File: config.mk
export PLATFORM = sky130hd
export DESIGN_NAME = ling_digit_serial_addsub
export DESIGN_NICKNAME = d
export VERILOG_FILES = /design/src/rtl/ling_digit_serial_addsub.sv
export SDC_FILE = /design/constraint.sdc
export NUM_CORES = 1
export LEC_CHECK = 0
export ABC_AREA = 1
export CORE_ASPECT_RATIO = 2
export CORE_MARGIN = 2
export CORE_UTILIZATION = 69
export CTS_CLUSTER_SIZE = 12
export DETAILED_ROUTE_END_ITERATION = 16
export DONT_BUFFER_PORTS = 1
export GPL_TIMING_DRIVEN = 0
export PLACE_DENSITY = 0.85
export SLEW_MARGIN = 20
export SYNTH_ARGS = -nofsm -noshare
export SYNTH_HDL_FRONTEND = slang
export SYNTH_SLANG_ARGS = --single-unit
File: constraint.sdc
create_clock -name clk -period 3.35 [get_ports clk]
set_clock_uncertainty 0.1 [all_clocks]
set_input_delay 0.67 -clock clk [delete_from_list [all_inputs] [get_ports clk]]
set_output_delay 0.67 -clock clk [all_outputs]
set_load 0.005 [all_outputs]
File: src/rtl/ling_digit_serial_addsub.sv
// ling_digit_serial_addsub: multi-cycle add/subtract, one DIGIT-bit Ling group per clock
// Ports:
//   clk, rst_n          clock (rising edge), asynchronous active-low reset
//   in_valid/in_ready   operand handshake; a, b, cin, sub sampled on accept
//   out_valid/out_ready result handshake; sum, cout, ovf held while out_valid
//   sub=0: a+b+cin; sub=1: a-b-cin (cout=1 means no borrow); ovf is signed overflow
module ling_digit_serial_addsub #(
  parameter int WIDTH = 64,
  parameter int DIGIT = 4
) (
  input  logic             clk,
  input  logic             rst_n,
  input  logic             in_valid,
  output logic             in_ready,
  input  logic [WIDTH-1:0] a,
  input  logic [WIDTH-1:0] b,
  input  logic             cin,
  input  logic             sub,
  output logic             out_valid,
  input  logic             out_ready,
  output logic [WIDTH-1:0] sum,
  output logic             cout,
  output logic             ovf
);
  localparam int N = WIDTH / DIGIT;
  localparam int CW = N > 1 ? $clog2(N) : 1;
  typedef enum logic [1:0] {IDLE, RUN, DONE} state_t;
  state_t state, nxt;
  logic [WIDTH-1:0] ra, rb;
  logic c, dco, last;
  logic [CW-1:0] cnt;
  logic [DIGIT-1:0] p, g, t, cc, ds;
  logic [DIGIT:1] h;
  assign p = ra[DIGIT-1:0] ^ rb[DIGIT-1:0];
  assign g = ra[DIGIT-1:0] & rb[DIGIT-1:0];
  assign t = ra[DIGIT-1:0] | rb[DIGIT-1:0];
  // Ling pseudo-carries h, then true carries cc = t(i-1) & h(i)
  always_comb begin
    h = '0;
    cc = '0;
    h[1] = g[0] | c;
    cc[0] = c;
    for (int i = 1; i < DIGIT; i++) begin
      cc[i] = t[i-1] & h[i];
      h[i+1] = g[i] | cc[i];
    end
    dco = t[DIGIT-1] & h[DIGIT];
    ds = p ^ cc;
  end
  assign last = cnt == CW'(N - 1);
  assign in_ready = state == IDLE;
  assign out_valid = state == DONE;
  always_comb begin
    nxt = state;
    if (state == IDLE && in_valid) nxt = RUN;
    else if (state == RUN && last) nxt = DONE;
    else if (state == DONE && out_ready) nxt = IDLE;
  end
  always_ff @(posedge clk or negedge rst_n)
    if (!rst_n) state <= IDLE;
    else state <= nxt;
  // operands shift right so the active digit is always in the low bits
  always_ff @(posedge clk or negedge rst_n)
    if (!rst_n) begin
      ra <= '0;
      rb <= '0;
      c <= 1'b0;
      cnt <= '0;
      sum <= '0;
      cout <= 1'b0;
      ovf <= 1'b0;
    end else if (state == IDLE && in_valid) begin
      ra <= a;
      rb <= b ^ {WIDTH{sub}};
      c <= cin ^ sub;
      cnt <= '0;
    end else if (state == RUN) begin
      ra <= ra >> DIGIT;
      rb <= rb >> DIGIT;
      c <= dco;
      cnt <= cnt + 1'b1;
      sum <= {ds, sum[WIDTH-1:DIGIT]};
      if (last) begin
        cout <= dco;
        ovf <= cc[DIGIT-1] ^ dco;
      end
    end
endmodule

Yosys cells after proc, flatten, opt, wreduce, memory -nomap -nowiden
Index checks and enable logic that the tools add are counted.
{"block": "word_totals", "reg_bits": 201, "in_bits": 134, "output_inout_bits": 68, "wordCells": 47}
{"block": "classes", "n_addsub": 1, "n_eq_ne": 3, "muxes": 11, "n_bitwise": 16, "n_reduce_logical": 8}
{"operator": "two-way mux 64 bit", "n": 4}
{"operator": "XOR 64 bit", "n": 1}
{"operator": "two-way mux 4 bit", "n": 2}
{"operator": "XOR 4 bit", "n": 2}
{"operator": "two-way mux 2 bit", "n": 3}
{"operator": "adder 4 x 1 -> 4 bit, second input constant", "n": 1}
{"operator": "bitwise AND 1 bit", "n": 4}
{"operator": "bitwise AND 4 bit", "n": 1}
{"operator": "equality test 4 bit, second input constant", "n": 1}
{"operator": "OR 1 bit", "n": 4}
{"operator": "OR 4 bit", "n": 1}
{"operator": "logical AND 1 bit", "n": 3}
{"operator": "AND reduction 3 bit", "n": 1}
{"operator": "nonzero test 3 bit", "n": 1}
{"operator": "equality test 2 x 1 -> 1 bit, second input constant", "n": 1}
{"operator": "equality test 2 bit, second input constant", "n": 1}
{"operator": "logical NOT 2 bit", "n": 1}
{"operator": "two-way mux 1 bit", "n": 2}
{"operator": "AND reduction 2 bit", "n": 1}
{"operator": "nonzero test 2 bit", "n": 1}
{"operator": "XOR 1 bit", "n": 2}
{"operator": "NOT 1 bit", "n": 1}

Longest topological paths before layout
{"block": "depth", "ltp_word": 11, "depth_mapped": 10, "ltp_nobuf": 10}

Least setup slack after synthesis
OpenSTA, ideal clock, no wires.
{"block": "synth_path", "path_type": "register to register", "from": "reg c", "to": "reg sum[63]", "setup_ps": 117, "arrival_ps": 1899, "required_time_ps": 3133, "slack_ps": 1235, "path_stages_with_launch": 9, "n_path_buf": 0, "synth_period_minus_slack_ps": 2115, "path_cell_list": "dfrtp_1 -> fa_1 -> inv_1 -> fa_1 -> fa_1 -> inv_1 -> fa_1 -> nand2_1 -> nand2_1"}
{"block": "synth_between", "elab_chain_len": 7}
{"element": "from (decl)", "line_no": "30", "text": "logic c, dco, last;"}
{"element": "from (signal assigned)", "line_no": "75", "text": "c <= cin ^ sub;"}
{"element": "from (signal assigned)", "line_no": "80", "text": "c <= dco;"}
{"element": "OR 1 bit", "line_no": "41", "text": "h[1] = g[0] | c;"}
{"element": "bitwise AND 1 bit", "line_no": "44", "text": "cc[i] = t[i-1] & h[i];"}
{"element": "OR 1 bit", "line_no": "45", "text": "h[i+1] = g[i] | cc[i];"}
{"element": "bitwise AND 1 bit", "line_no": "44"}
{"element": "OR 1 bit", "line_no": "45"}
{"element": "bitwise AND 1 bit", "line_no": "44"}
{"element": "XOR 4 bit", "line_no": "48", "text": "ds = p ^ cc;"}
{"element": "via ds[3]", "line_no": "32", "text": "logic [DIGIT-1:0] p, g, t, cc, ds;"}
{"element": "to (signal assigned)", "line_no": "82", "text": "sum <= {ds, sum[WIDTH-1:DIGIT]};"}
{"element": "to (decl)", "line_no": "21", "text": "output logic [WIDTH-1:0] sum,"}
The timed path passes the listed nets, and every way through them passes these cells.
A chain may end at the register's enable or synchronous reset.

Worst setup path in the final report
{"block": "layout_path", "from": "reg ra[0]", "to": "reg sum[63]"}
{"block": "layout_between", "elab_chain_len": 8, "elab_cells_between_ends": 9, "classes_between": "bitwise: 9"}
{"element": "from (decl)", "line_no": "29", "text": "logic [WIDTH-1:0] ra, rb;"}
{"element": "from (signal assigned)", "line_no": "78", "text": "ra <= ra >> DIGIT;"}
{"element": "bitwise AND 4 bit", "line_no": "35", "text": "assign g = ra[DIGIT-1:0] & rb[DIGIT-1:0];"}
{"element": "OR 1 bit", "line_no": "41"}
{"element": "bitwise AND 1 bit (*)", "line_no": "44"}
{"element": "OR 1 bit (*)", "line_no": "45"}
{"element": "bitwise AND 1 bit (*)", "line_no": "44"}
{"element": "OR 1 bit (*)", "line_no": "45"}
{"element": "bitwise AND 1 bit (*)", "line_no": "44"}
{"element": "XOR 4 bit (*)", "line_no": "48"}
{"element": "via ds[3]", "line_no": "32"}
Mark *: on every way through the listed nets, which the timed path passes. The rest lies on a longest branch.

==> results.md <==
* Global-route wire length before repair at 37300 µm
* Row count at 60
* Sw power at 0.943 mW
* Worst path max stage delay at 420 ps
* Via count at 8071
* Clock Tree Buf Depth at 3
* CP Max Fanout at 2
* Fin area at 10200 µm²
* Syn Nets at 1406
* CTS sink count at 201
* GPL Wtd Cong at 0.900
* Post-CTS Resized at 0
* Worst path slowest cell: dfrtp_1
* Post-CTS Setup Inserts at 0
* Status: complete, but fails checks
* Clock transition at the registers of the reported paths at 60 ps
* Worst EP arrival at 2570 ps
* Mapped Area at 9480 µm²
* # H-tree levels at 1
* Ys Warns at 0
* Largest net degree at the start of global routing at 202
* #FFs+latches synth at 201
* RSZ-0062 raised after global routing: false
* Worst-Skew Late Latency at 480 ps
* Final Cycle Share at 69.0%
* Syn_area_per_cell at 7.49 µm²
* CP Cell Sequence: fa_1, inv_1, fa_1, fa_1, inv_1, fa_1, nand2_1, nand2_1
* Post-synth cell types at 22
* Max-slew headroom at 65.6%
* Worst-Margin Slew at 516 ps
* Int Pwr at 3.60 mW
* Fin crit period at 2310 ps
* Max Freq at 0.433 GHz
* Routed len/inst at 15.8 µm
* Setup violators final at 0
* N_diodes at 0
* Seq/Total Area, Yosys at 53.0%
* GRT Total Usage at 31.7%
* WHS at -215 ps
* Area after DPL at 9680 µm²
* Register share of total power at 53.9%
* Pre-Repair DR Iteration Count at 5
* Die ar. at 14800 µm²
* CTS tree: done
* Yosys top cell area share at 53.0%
* P&R area growth vs syn at 7.70%
* Initial core utilization at 70.6%
* Nature of the critical path startpoint: flip-flop
* Number of global-route vias before repair at 8183
* Die width at 86.9 µm
* DP HPWL at 16800 µm
* Fin Setup TNS at 0 ps
* Routed Antenna Nets at 0
* Overflow after GRT at 0
* Synth top area cells: dfrtp_1 53%, nand2_1 27%, nand3_1 6.5%
* Core Util, Final at 76.0%
* Area leader, netlist: dfrtp_1
* Top Ports at 202
* Crit-path most repeated cell: fa_1
* Leak Pwr at 5.14 nW
* Clock share of power at 43.3%
* Total power per unit cell area at 445 nW/µm²
* Final wirelength at 22900 µm
* Share of layout cells above drive strength 1 at 5.58%
* WP data required at 3610 ps
* Worst Setup Path Type: flip-flop to flip-flop
* Root buffer cell: clkbuf_16
* Post-synth EDFFs at 0
* DRC at 0
* Syn Inst Count at 1267
* Post-synthesis async set-or-reset flop share at 100%
* Starting DRC count in detailed routing at 378
* TritonCTS buffer count at 20
* Switching Fraction at 20.7%
* Violated checks: hold timing
* Pins Over Slew Limit at 0
* Die height at 170 µm
* Initial antenna violation count at 0
* Drt via density at 5.58
* Final hold viol count at 201
* VDD IR-drop max at 0.422 mV
* Comb power frac at 2.8%
* Crit end category: flip-flop
* Port Buffers at 0
* Hold WC Path Type: primary input to async pin
* Core area at 13400 µm²
* Top_reg_cell synth: dfrtp_1
* Nets at 1428
* Max-cap viol count at 0
## layout make-up
| class | instances | area, µm² |
|---|---|---|
| Tap cell | 155 | 194 |
| Inverter | 102 | 383 |
| Multi-Input combinational cell | 893 | 3730 |
| Buffer | 71 | 345 |
| Fill cell | 1005 | 3220 |
| Sequential cell | 201 | 5030 |
| Clock buffer | 24 | 537 |
## per-layer routing
layer / vias to the layer above / wire length, µm / GRT usage [%]
met5: - / 0 / 0
met3: 77 / 1480 / 5.64
met1: 3788 / 7960 / 33.7
met4: 0 / 1090 / 16.3
met2: 304 / 12400 / 57.8
li1: 3902 / - / -
## cell usage after synthesis (4+ instances only)
cell / n
nand2_1: 680
dfrtp_1: 201
nand3_1: 124
inv_1: 99
o21ai_0: 65
buf_2: 36
clkbuf_1: 21
buf_4: 9
xnor2_1: 6
buf_1: 5
fa_1: 4
o21ai_1: 4
## power by group through the flow
stage	Clock [mW]	Combinational (mW)	Sequential (mW)
2_1_floorplan	0	0.100	2.49
3_3_place_gp	0	0.120	2.49
3_5_place_dp	0	0.125	2.49
4_1_cts	1.99	0.125	2.45
5_1_grt	2.07	0.148	2.45
6_report	1.97	0.125	2.45
## through the flow
step	total power [mW]	std cells	worst slack [ps]
after global routing	4.67	1446	929
after floorplan	2.59	1267	1230
after CTS	4.56	1446	1050
final	4.54	1446	1040
after global placement	2.61	1422	1110
after detailed placement	2.62	1422	1100
## kinds of logic (layout without fill, tap and decap cells)
group / count (synthesis) / count (layout) / synth area share, %
AO/OA/AOI/OAI: 71 / 71 / 3.87
XOR/XNOR: 6 / 6 / 0.554
adder cells (fa/ha/maj): 5 / 5 / 0.976
buffers and inverters: 173 / 197 / 7.68
flip-flops: 201 / 201 / 53.0
AND/OR/NAND/NOR: 811 / 811 / 33.9
## sequential cells by signal (all words and copies together) (netlist names)
name,cells
ovf,1
cnt,4
state,2
ra,64
rb,64
cout,1
sum,64
c,1
## cells in the final DEF (no fill, tap or decap)
cell,Yosys,routed
inv_1,99,99
o21ai_0,65,65
nor2_4,1,1
dfrtp_1,201,201
nand2_2,1,1
buf_4,9,9
nand4_1,1,1
nand2_1,680,680
clkinv_1,1,1
xnor2_1,6,6
buf_1,5,5
nor2_1,3,3
clkbuf_1,21,24
inv_2,2,2
or2_2,1,1
a21oi_1,1,1
nand3_1,124,124
o21ai_4,1,1
fa_1,4,4
ha_1,1,1
clkbuf_16,0,21
o21ai_1,4,4
buf_2,36,36
## worst max-delay path, delay by kind of cell (launching register included)
kind	cells	cell delay, ps
DFF	1	420
adders and majority gates	4	1400
buffers and inverters	2	140
and+or+nand+nor	2	130
## path summary, 6_finish.rpt
check	from	endpoint	slack, ps	depth (start not counted)
worst max register to register	ra[0]	sum[63]	1040	8
min in group clk	a[60]	ra[60]	200	2
max in group asynchronous	rst_n	rb[14]	3040	0
worst min register to register	rb[23]	rb[23]	390	2
worst min-delay path	rst_n	sum[11]	-220	0
worst max-delay path	ra[0]	sum[63]	1040	8
Note: power is estimated with default switching activity, not from simulation.
